<file path="src/rtl/key_disp_pkg.sv">
`default_nettype none
// +-------------------------------------------------------------------------+
// | key_disp_pkg : key codes and 7-segment patterns for key_entry_display    |
// | Revision     : 1.0                                                       |
// +-------------------------------------------------------------------------+
package key_disp_pkg;

    localparam logic [3:0] KEY_STAR  = 4'hA;
    localparam logic [3:0] KEY_HASH  = 4'hB;
    localparam logic [3:0] KEY_LAST_DIGIT = 4'd9;

    localparam logic [7:0] SEG_BLANK = 8'hFF;

    // Active-low {dp,g,f,e,d,c,b,a}; entry [n] is the glyph for digit n.
    localparam logic [9:0][7:0] SEG_TABLE = {
        8'h90, 8'h80, 8'hF8, 8'h82, 8'h92,
        8'h99, 8'hB0, 8'hA4, 8'hF9, 8'hC0
    };

endpackage : key_disp_pkg
`default_nettype wire

</file>
<file path="src/rtl/sseg_decode.sv">
`default_nettype none
// +-------------------------------------------------------------------------+
// | sseg_decode : BCD nibble to active-low 7-segment cathodes (dp off)       |
// | Revision    : 1.0                                                        |
// +-------------------------------------------------------------------------+
module sseg_decode
    import key_disp_pkg::*;
(
    input  logic [3:0] nibble,
    output logic [7:0] seg
);

    always_comb begin
        seg = SEG_BLANK;
        if (nibble <= KEY_LAST_DIGIT) begin
            seg = SEG_TABLE[nibble];
        end
    end

endmodule : sseg_decode
`default_nettype wire

</file>
<file path="src/rtl/key_entry_display.sv">
`default_nettype none
// +-------------------------------------------------------------------------+
// | key_entry_display : keypad 4-digit BCD entry with multiplexed display    |
// | Option macro LEADING_ZERO_BLANK_EN blanks slots beyond the digit count.  |
// | Revision          : 1.0                                                  |
// +-------------------------------------------------------------------------+
module key_entry_display
    import key_disp_pkg::*;
#(
    parameter int REFRESH_DIV = 100000
) (
    input  logic        CLK,
    input  logic        RST,
    input  logic [3:0]  KEY_VAL,
    input  logic        KEY_PRESS,
    output logic [3:0]  an,
    output logic [7:0]  seg,
    output logic [15:0] VALUE,
    output logic        ENTER,
    output logic [2:0]  DIGIT_CNT
);

    localparam int              CNT_W   = (REFRESH_DIV > 2) ? $clog2(REFRESH_DIV) : 1;
    localparam logic [CNT_W-1:0] CNT_MAX = CNT_W'(REFRESH_DIV - 1);

    logic             press_q,     press_d;
    logic [15:0]      buffer_q,    buffer_d;
    logic [15:0]      value_q,     value_d;
    logic             enter_q,     enter_d;
    logic [2:0]       digit_cnt_q, digit_cnt_d;
    logic [CNT_W-1:0] refresh_q,   refresh_d;
    logic [1:0]       sel_q,       sel_d;
    logic [3:0]       an_q,        an_d;
    logic [7:0]       seg_q,       seg_d;

    logic             accept;
    logic             wrap;
    logic             blank;
    logic [3:0]       scan_nibble;
    logic [7:0]       scan_seg;

    // Rising edge of the keypad level is the only thing treated as a press.
    always_comb begin
        press_d     = KEY_PRESS;
        accept      = KEY_PRESS && !press_q;
        buffer_d    = buffer_q;
        value_d     = value_q;
        enter_d     = 1'b0;
        digit_cnt_d = digit_cnt_q;

        if (accept) begin
            if (KEY_VAL <= KEY_LAST_DIGIT) begin
                buffer_d    = {buffer_q[11:0], KEY_VAL};
                digit_cnt_d = (digit_cnt_q < 3'd4) ? digit_cnt_q + 3'd1 : 3'd4;
            end else if (KEY_VAL == KEY_STAR) begin
                buffer_d    = '0;
                digit_cnt_d = '0;
            end else if (KEY_VAL == KEY_HASH) begin
                value_d     = buffer_q;
                enter_d     = 1'b1;
                buffer_d    = '0;
                digit_cnt_d = '0;
            end
        end
    end

    always_comb begin
        wrap      = (refresh_q == CNT_MAX);
        refresh_d = wrap ? '0 : refresh_q + 1'b1;
        sel_d     = wrap ? sel_q + 2'd1 : sel_q;
    end

    // Drive the scan from next-state values so an/seg line up with sel_q/buffer_q.
    assign scan_nibble = buffer_d[{sel_d, 2'b00} +: 4];

    sseg_decode u_sseg_decode (
        .nibble (scan_nibble),
        .seg    (scan_seg)
    );

    always_comb begin
`ifdef LEADING_ZERO_BLANK_EN
        blank = (sel_d != 2'd0) && ({1'b0, sel_d} >= digit_cnt_d);
`else
        blank = 1'b0;
`endif
        an_d  = 4'b1111;
        seg_d = SEG_BLANK;
        if (!blank) begin
            an_d[sel_d] = 1'b0;
            seg_d       = scan_seg;
        end
    end

    always_ff @(posedge CLK) begin
        if (RST) begin
            press_q     <= 1'b1;
            buffer_q    <= '0;
            value_q     <= '0;
            enter_q     <= 1'b0;
            digit_cnt_q <= '0;
            refresh_q   <= '0;
            sel_q       <= '0;
            an_q        <= 4'b1111;
            seg_q       <= SEG_BLANK;
        end else begin
            press_q     <= press_d;
            buffer_q    <= buffer_d;
            value_q     <= value_d;
            enter_q     <= enter_d;
            digit_cnt_q <= digit_cnt_d;
            refresh_q   <= refresh_d;
            sel_q       <= sel_d;
            an_q        <= an_d;
            seg_q       <= seg_d;
        end
    end

    assign an        = an_q;
    assign seg       = seg_q;
    assign VALUE     = value_q;
    assign ENTER     = enter_q;
    assign DIGIT_CNT = digit_cnt_q;

endmodule : key_entry_display
`default_nettype wire

</file>
<file path="config.mk">
export PLATFORM = sky130hd
export DESIGN_NAME = key_entry_display
export DESIGN_NICKNAME = d
export VERILOG_FILES = /design/src/rtl/key_disp_pkg.sv /design/src/rtl/sseg_decode.sv /design/src/rtl/key_entry_display.sv
export SDC_FILE = /design/constraint.sdc
export NUM_CORES = 1
export LEC_CHECK = 0
export CORE_ASPECT_RATIO = 0.75
export CORE_MARGIN = 1
export CORE_UTILIZATION = 49
export DETAILED_ROUTE_END_ITERATION = 8
export PLACE_DENSITY = 0.75
export RECOVER_POWER = 100
export SKIP_CTS_REPAIR_TIMING = 1
export SYNTH_ARGS = -nofsm -noshare
export SYNTH_HDL_FRONTEND = slang
export SYNTH_HIERARCHICAL = 1
export SYNTH_SLANG_ARGS = --single-unit
</file>
<file path="constraint.sdc">
create_clock -name CLK -period 3.1 [get_ports CLK]
set_input_delay 0.93 -clock CLK [delete_from_list [all_inputs] [get_ports CLK]]
set_output_delay 0.93 -clock CLK [all_outputs]
set_load 0.01 [all_outputs]
</file>
======== After elaboration in Yosys (flattened, before gate mapping) ========
Memories as Yosys holds them, arrays and structs flattened. A register that Yosys moved wholly into a read port is not among the register bits.
Cells that the tools add are included.
W data, S select, Z words.
cells by class
  add/subtract/negate cells ............... 3
  order comparisons ....................... 5
  equal/unequal tests ..................... 3
  shift-type cells ........................ 1
  mux-type cells .......................... 12
  bitwise logic cells ..................... 5
  reductions and logical operators ........ 9
operator list
  kind                     number
  $mux W16                 4
  $add A17 B1 Y17 const B  1
  $eq A17 B17 Y1 const B   1
  $shiftx A16 B5 Y4        1
  $mux W3                  4
  $eq A4 B4 Y1 const B     2
  $le A4 B4 Y1 const B     2
  $not A1 Y1               4
  $not A4 Y4               1
  $reduce_and A4 Y1        1
  $reduce_or A2 Y1         2
  $reduce_or A4 Y1         1
  $add A3 B1 Y3 const B    1
  $lt A2 B3 Y1 const B     1
  $lt A3 B3 Y1 const B     1
  $reduce_bool A3 Y1       1
  $add A2 B1 Y2 const B    1
  $demux W1 S2             1
  $ge A2 B1 Y1 const B     1
  $logic_and A1 B1 Y1      2
  $mux W1                  2
  $mux W2                  1
  $reduce_and A2 Y1        1
  $logic_not A1 Y1         1
storage, ports and cells
  flip-flop bits (word level) ............. 60
  bits in read-only memories .............. 128
  bits of input ports ..................... 7
  memories kept ........................... 1
memories
  name              depth  bits a word  rd ports  clocked after memory_dff  wr ports  RTL line           source
  (name not given)  16     8            1         1                         0         sseg_decode.sv:16  seg = SEG_TABLE[nibble];

======== Depth between registers and ports, before layout ========
  depth in word-level cells ............... 9
  mapped depth ............................ 14
  gate-level depth less buffers ........... 12

======== Modules after synthesis ========
The synthesis kept the hierarchy.
modules (own cells, without submodules)
  module             instances  cells each  area an instance (um^2)  sequential area each (um^2)
  key_entry_display  1          323         2,849.0                  1,361.3
  sseg_decode        1          32          217.7                    0.0

======== Least setup slack after synthesis ========
No wires, ideal clock.
  path type ............................... input-to-reg
  from .................................... in KEY_VAL[3]
  to ...................................... reg seg_q[1] (netlist: seg[1])
  arrival time ............................ 3.143 ns
  setup slack ............................. -0.166 ns
  stages on the path ...................... 11
  path buffers ............................ 1
  path through ............................ nand2_1 clkbuf_1 and2_1 mux4_2 a21oi_1 nor4_1 inv_1 ha_1 a21oi_1 nor2_1 or2_2
between the ends
  word-level cells in the longest chain between the ends .. 9
  elaborated cells on any way between the ends .. 11
ends and longest elaborated chain
  item                        RTL line                 source
  start: declaration          key_entry_display.sv:14  input logic [3:0] KEY_VAL,
  $eq A4 B4 Y1                key_entry_display.sv:58  end else if (KEY_VAL == KEY_HASH) begin
  $mux W16                    key_entry_display.sv:58
  $mux W16                    key_entry_display.sv:55  end else if (KEY_VAL == KEY_STAR) begin
  $mux W16 (*)                key_entry_display.sv:52  if (KEY_VAL <= KEY_LAST_DIGIT) begin
  $mux W16 (*)                key_entry_display.sv:51  if (accept) begin
  $shiftx A16 B5 Y4 (*)       key_entry_display.sv:74  assign scan_nibble = buffer_d[{sel_d, 2'b00} +: 4];
  named net scan_nibble[0]    key_entry_display.sv:39  logic [3:0] scan_nibble;
  $le A4 B4 Y1                sseg_decode.sv:15        if (nibble <= KEY_LAST_DIGIT) begin
  $not A1 Y1 (no line)        n/a
  $reduce_or A2 Y1 (no line)  n/a
  end: declaration            key_entry_display.sv:34  logic [7:0] seg_q, seg_d;
The timed path passes the listed nets; every way through them passes the cells marked *.
A chain may end at the register's enable or synchronous reset.

======== Worst setup path in the final report ========
  from .................................... reg refresh_q[6]
  to ...................................... reg seg_q[3] (netlist: seg[3])
between the ends
  word-level cells in the longest chain between the ends .. 6
ends and longest elaborated chain
  item                        RTL line                  source
  start: declaration          key_entry_display.sv:31   logic [CNT_W-1:0] refresh_q, refresh_d;
  start signal: assignment    key_entry_display.sv:112  refresh_q <= refresh_d;
  $eq A17 B17 Y1 (*)          key_entry_display.sv:68   wrap = (refresh_q == CNT_MAX);
  $mux W2 (*)                 key_entry_display.sv:70   sel_d = wrap ? sel_q + 2'd1 : sel_q;
  $shiftx A16 B5 Y4 (*)       key_entry_display.sv:74
  named net scan_nibble[1]    key_entry_display.sv:39
  $le A4 B4 Y1                sseg_decode.sv:15
  $not A1 Y1 (no line)        n/a
  $reduce_or A2 Y1 (no line)  n/a
Marks and branches as above.

==> impl_metrics.ini <==
[timing]
rsz0062_at_grt = true
slew_headroom = 0.5721
fin_crit_sh = 1.035
worst_pin_slew_ns = 0.6418
finalSetupViolCount = 7
holdWs_ns = 0.4600
fmaxAchievable_mhz = 311.8
period_needed_ns = 3.208
layout_setup_ws_ns = -0.1076
finalHoldViolCount = 0
drv_slew = 0
finClkSkew_ns = 0.007656

[yosys]
syn_nets = 369
syn_inst = 355
ys.flop_type = dfxtp_1
synth_area_per_cell_um2 = 8.639
ys_types = 49
synth_area_um2 = 3067
synth.area.top_cells = dfxtp_1, nor2_1, nand2_1
yosys.area.top_type_share = 0.4439
synth-edff-count = 0
synth_top_area_cell = dfxtp_1
yosysWarnings = 6
synth_seq_cells = 68
ys_async_sr_fraction = 0
ys_seq_area_frac = 0.4439

[route]
vias = 2743
wl_per_cell_um = 14.40
wl_mm = 7.443
firstDrtPassIters = 4
ant_nets = 0
vias_per_cell = 5.306
drc = 0
drt_iter0_drc = 299

[status]
status = finished with violations
violations = negative setup slack

[clock_tree]
clockBufferDepth = 2
cts_inserted_buffers = 9
root_buffer = clkbuf_8
clk_pin_slew_ns = 0.08
cts.sinks = 68
cts-htree-levels = 3
cts_tree = yes
insertion_delay_ns = 0.36

[cells_and_area]
num_antenna_cells = 0
layout_common_cells = dfxtp_1, buf_4, nor2_1
final_util = 0.7248
area_delta_synth_final_pct = 39.82
final_common_cell = dfxtp_1
drive_gt1_frac = 0.2688
nets = 448
fillers = 413

[global_route]
antenna_found_initial = 0
grt_max_degree = 37
grt_use_total = 0.2278
grt_pass1_vias = 2472
grt_pass1_wl_mm = 11.42
grt_overflow = 0

[die]
pin_count = 39
start_util = 0.5184
die_h_um = 70.51
fp.dieArea_um2 = 6582
row_count = 24
core_region_area_um2 = 5916
die_w_um = 93.35

[placement]
port_buffers = 38
dp_hpwl_mm = 5.047
gp_congestion = 0.8612

[power]
seqPwrFrac = 0.484
switching_share = 0.2326
intPower_mw = 1.421
switching_power_uw = 430.7
p_clk_frac = 0.430
p_total_mw = 1.852
leakagePower_nw = 1.684
p_comb_frac = 0.086
power.density_nw_per_um2 = 431.8
vdd_ir_drop_max_mv = 0.3264

[critical_path]
criticalPathCategory = flop to flop
crit_path_start_kind = flop
arrival_ns = 3.46
cp-end-kind = flop
worstPathRequired_ns = 3.35
cp_max_fo = 7

[min_path]
min_path_type = flop to flop

[run]
max_cap_viol_count = 0
## logic make-up after synthesis
group,Yosys count,synth area share
adder cells (fa/ha/maj),7,0.02856
flip-flops,68,0.4439
AO/OA/AOI/OAI,55,0.1024
AND/OR/NAND/NOR,164,0.2660
buffers and inverters,27,0.03998
multiplexers,18,0.07507
other,1,0.001223
XOR/XNOR,15,0.04284
## path summary, 6_finish.rpt
path / startpoint / depth (start not counted) / slack, ns / end
setup / recovery: refresh_q[6]$_SDFF_PP0_ / 12 / -0.11 / seg[3]$_SDFF_PP1_
hold reg to reg: VALUE[15]$_SDFFE_PP0P_ / 2 / 0.46 / VALUE[15]$_SDFFE_PP0P_
setup reg to reg: refresh_q[6]$_SDFF_PP0_ / 12 / -0.11 / seg[3]$_SDFF_PP1_
hold / removal: VALUE[15]$_SDFFE_PP0P_ / 2 / 0.46 / VALUE[15]$_SDFFE_PP0P_
## metrics by stage
stage | instances | TNS (ns) | instance area [µm²] | setup slack (ns)
floorplan | 355 | 0 | 3083 | 0.01157
global placement | 495 | -3.648 | 3790 | -0.5295
detailed placement | 495 | -4.401 | 3790 | -0.6450
CTS | 511 | -1.927 | 4006 | -0.3016
global route | 517 | -1.000 | 4288 | -0.1950
finish | 517 | -0.3321 | 4288 | -0.1076
## worst max-delay path, stage by stage, from the launching register on
cell      delay (ns)
dfxtp_2         0.33
or4bb_4         0.54
or4_4           0.57
buf_8           0.16
buf_4           0.14
o31ai_4         0.27
nor4_4          0.09
inv_2           0.17
ha_4            0.20
o21bai_1        0.08
a22oi_2         0.21
o21ai_1         0.10
or2_4           0.23
## synthesized netlist by cell type (2+ instances only)
| library cell | count |
|---|---|
| dfxtp_1 | 68 |
| nor2_1 | 46 |
| nand2_1 | 44 |
| a21oi_1 | 30 |
| clkbuf_1 | 14 |
| mux2i_1 | 14 |
| nand3_1 | 14 |
| nand4_1 | 9 |
| or2_2 | 9 |
| xor2_1 | 9 |
| nor3_1 | 8 |
| nor4_1 | 8 |
| o21ai_0 | 8 |
| ha_1 | 7 |
| inv_1 | 7 |
| and2_1 | 6 |
| xnor2_1 | 6 |
| o21ai_1 | 5 |
| mux4_2 | 4 |
| nand2b_1 | 4 |
| nor2b_1 | 4 |
| and3_1 | 2 |
| buf_2 | 2 |
| buf_6 | 2 |
## routing by layer
metal	vias up	routed length, µm	global-route usage
met5	-	0	0
met4	0	131	0.06325
met2	84	3348	0.3391
met1	1264	3423	0.3109
li1	1381	-	-
met3	14	540	0.08388
## registers in the layout, indices dropped and copies added (netlist names)
signal	cells
refresh_q	17
ENTER	1
press_q	1
VALUE	16
sel_q	2
seg	8
DIGIT_CNT	3
an	4
buffer_q	16
## layout make-up
class                      instances  area [µm²]  share of cell area
tap                               78       97.59             0.02276
sequential                        68        1363              0.3178
inverter                           8       30.03            0.007003
timing repair buffer              87       759.5              0.1771
clock inverter                     6       88.84             0.02072
multi-input combinational        260        1822              0.4249
clock buffer                      10       127.6             0.02976
## power by group through the flow
stage,Clock [mW],Sequential [mW],Combinational (mW)
after floorplan,0,0.920,0.0649
after global placement,0,0.916,0.125
after detailed placement,0,0.916,0.129
after CTS,0.804,0.896,0.129
after global routing,0.843,0.897,0.171
final,0.797,0.896,0.158
Note: power is estimated with default switching activity, not from simulation.
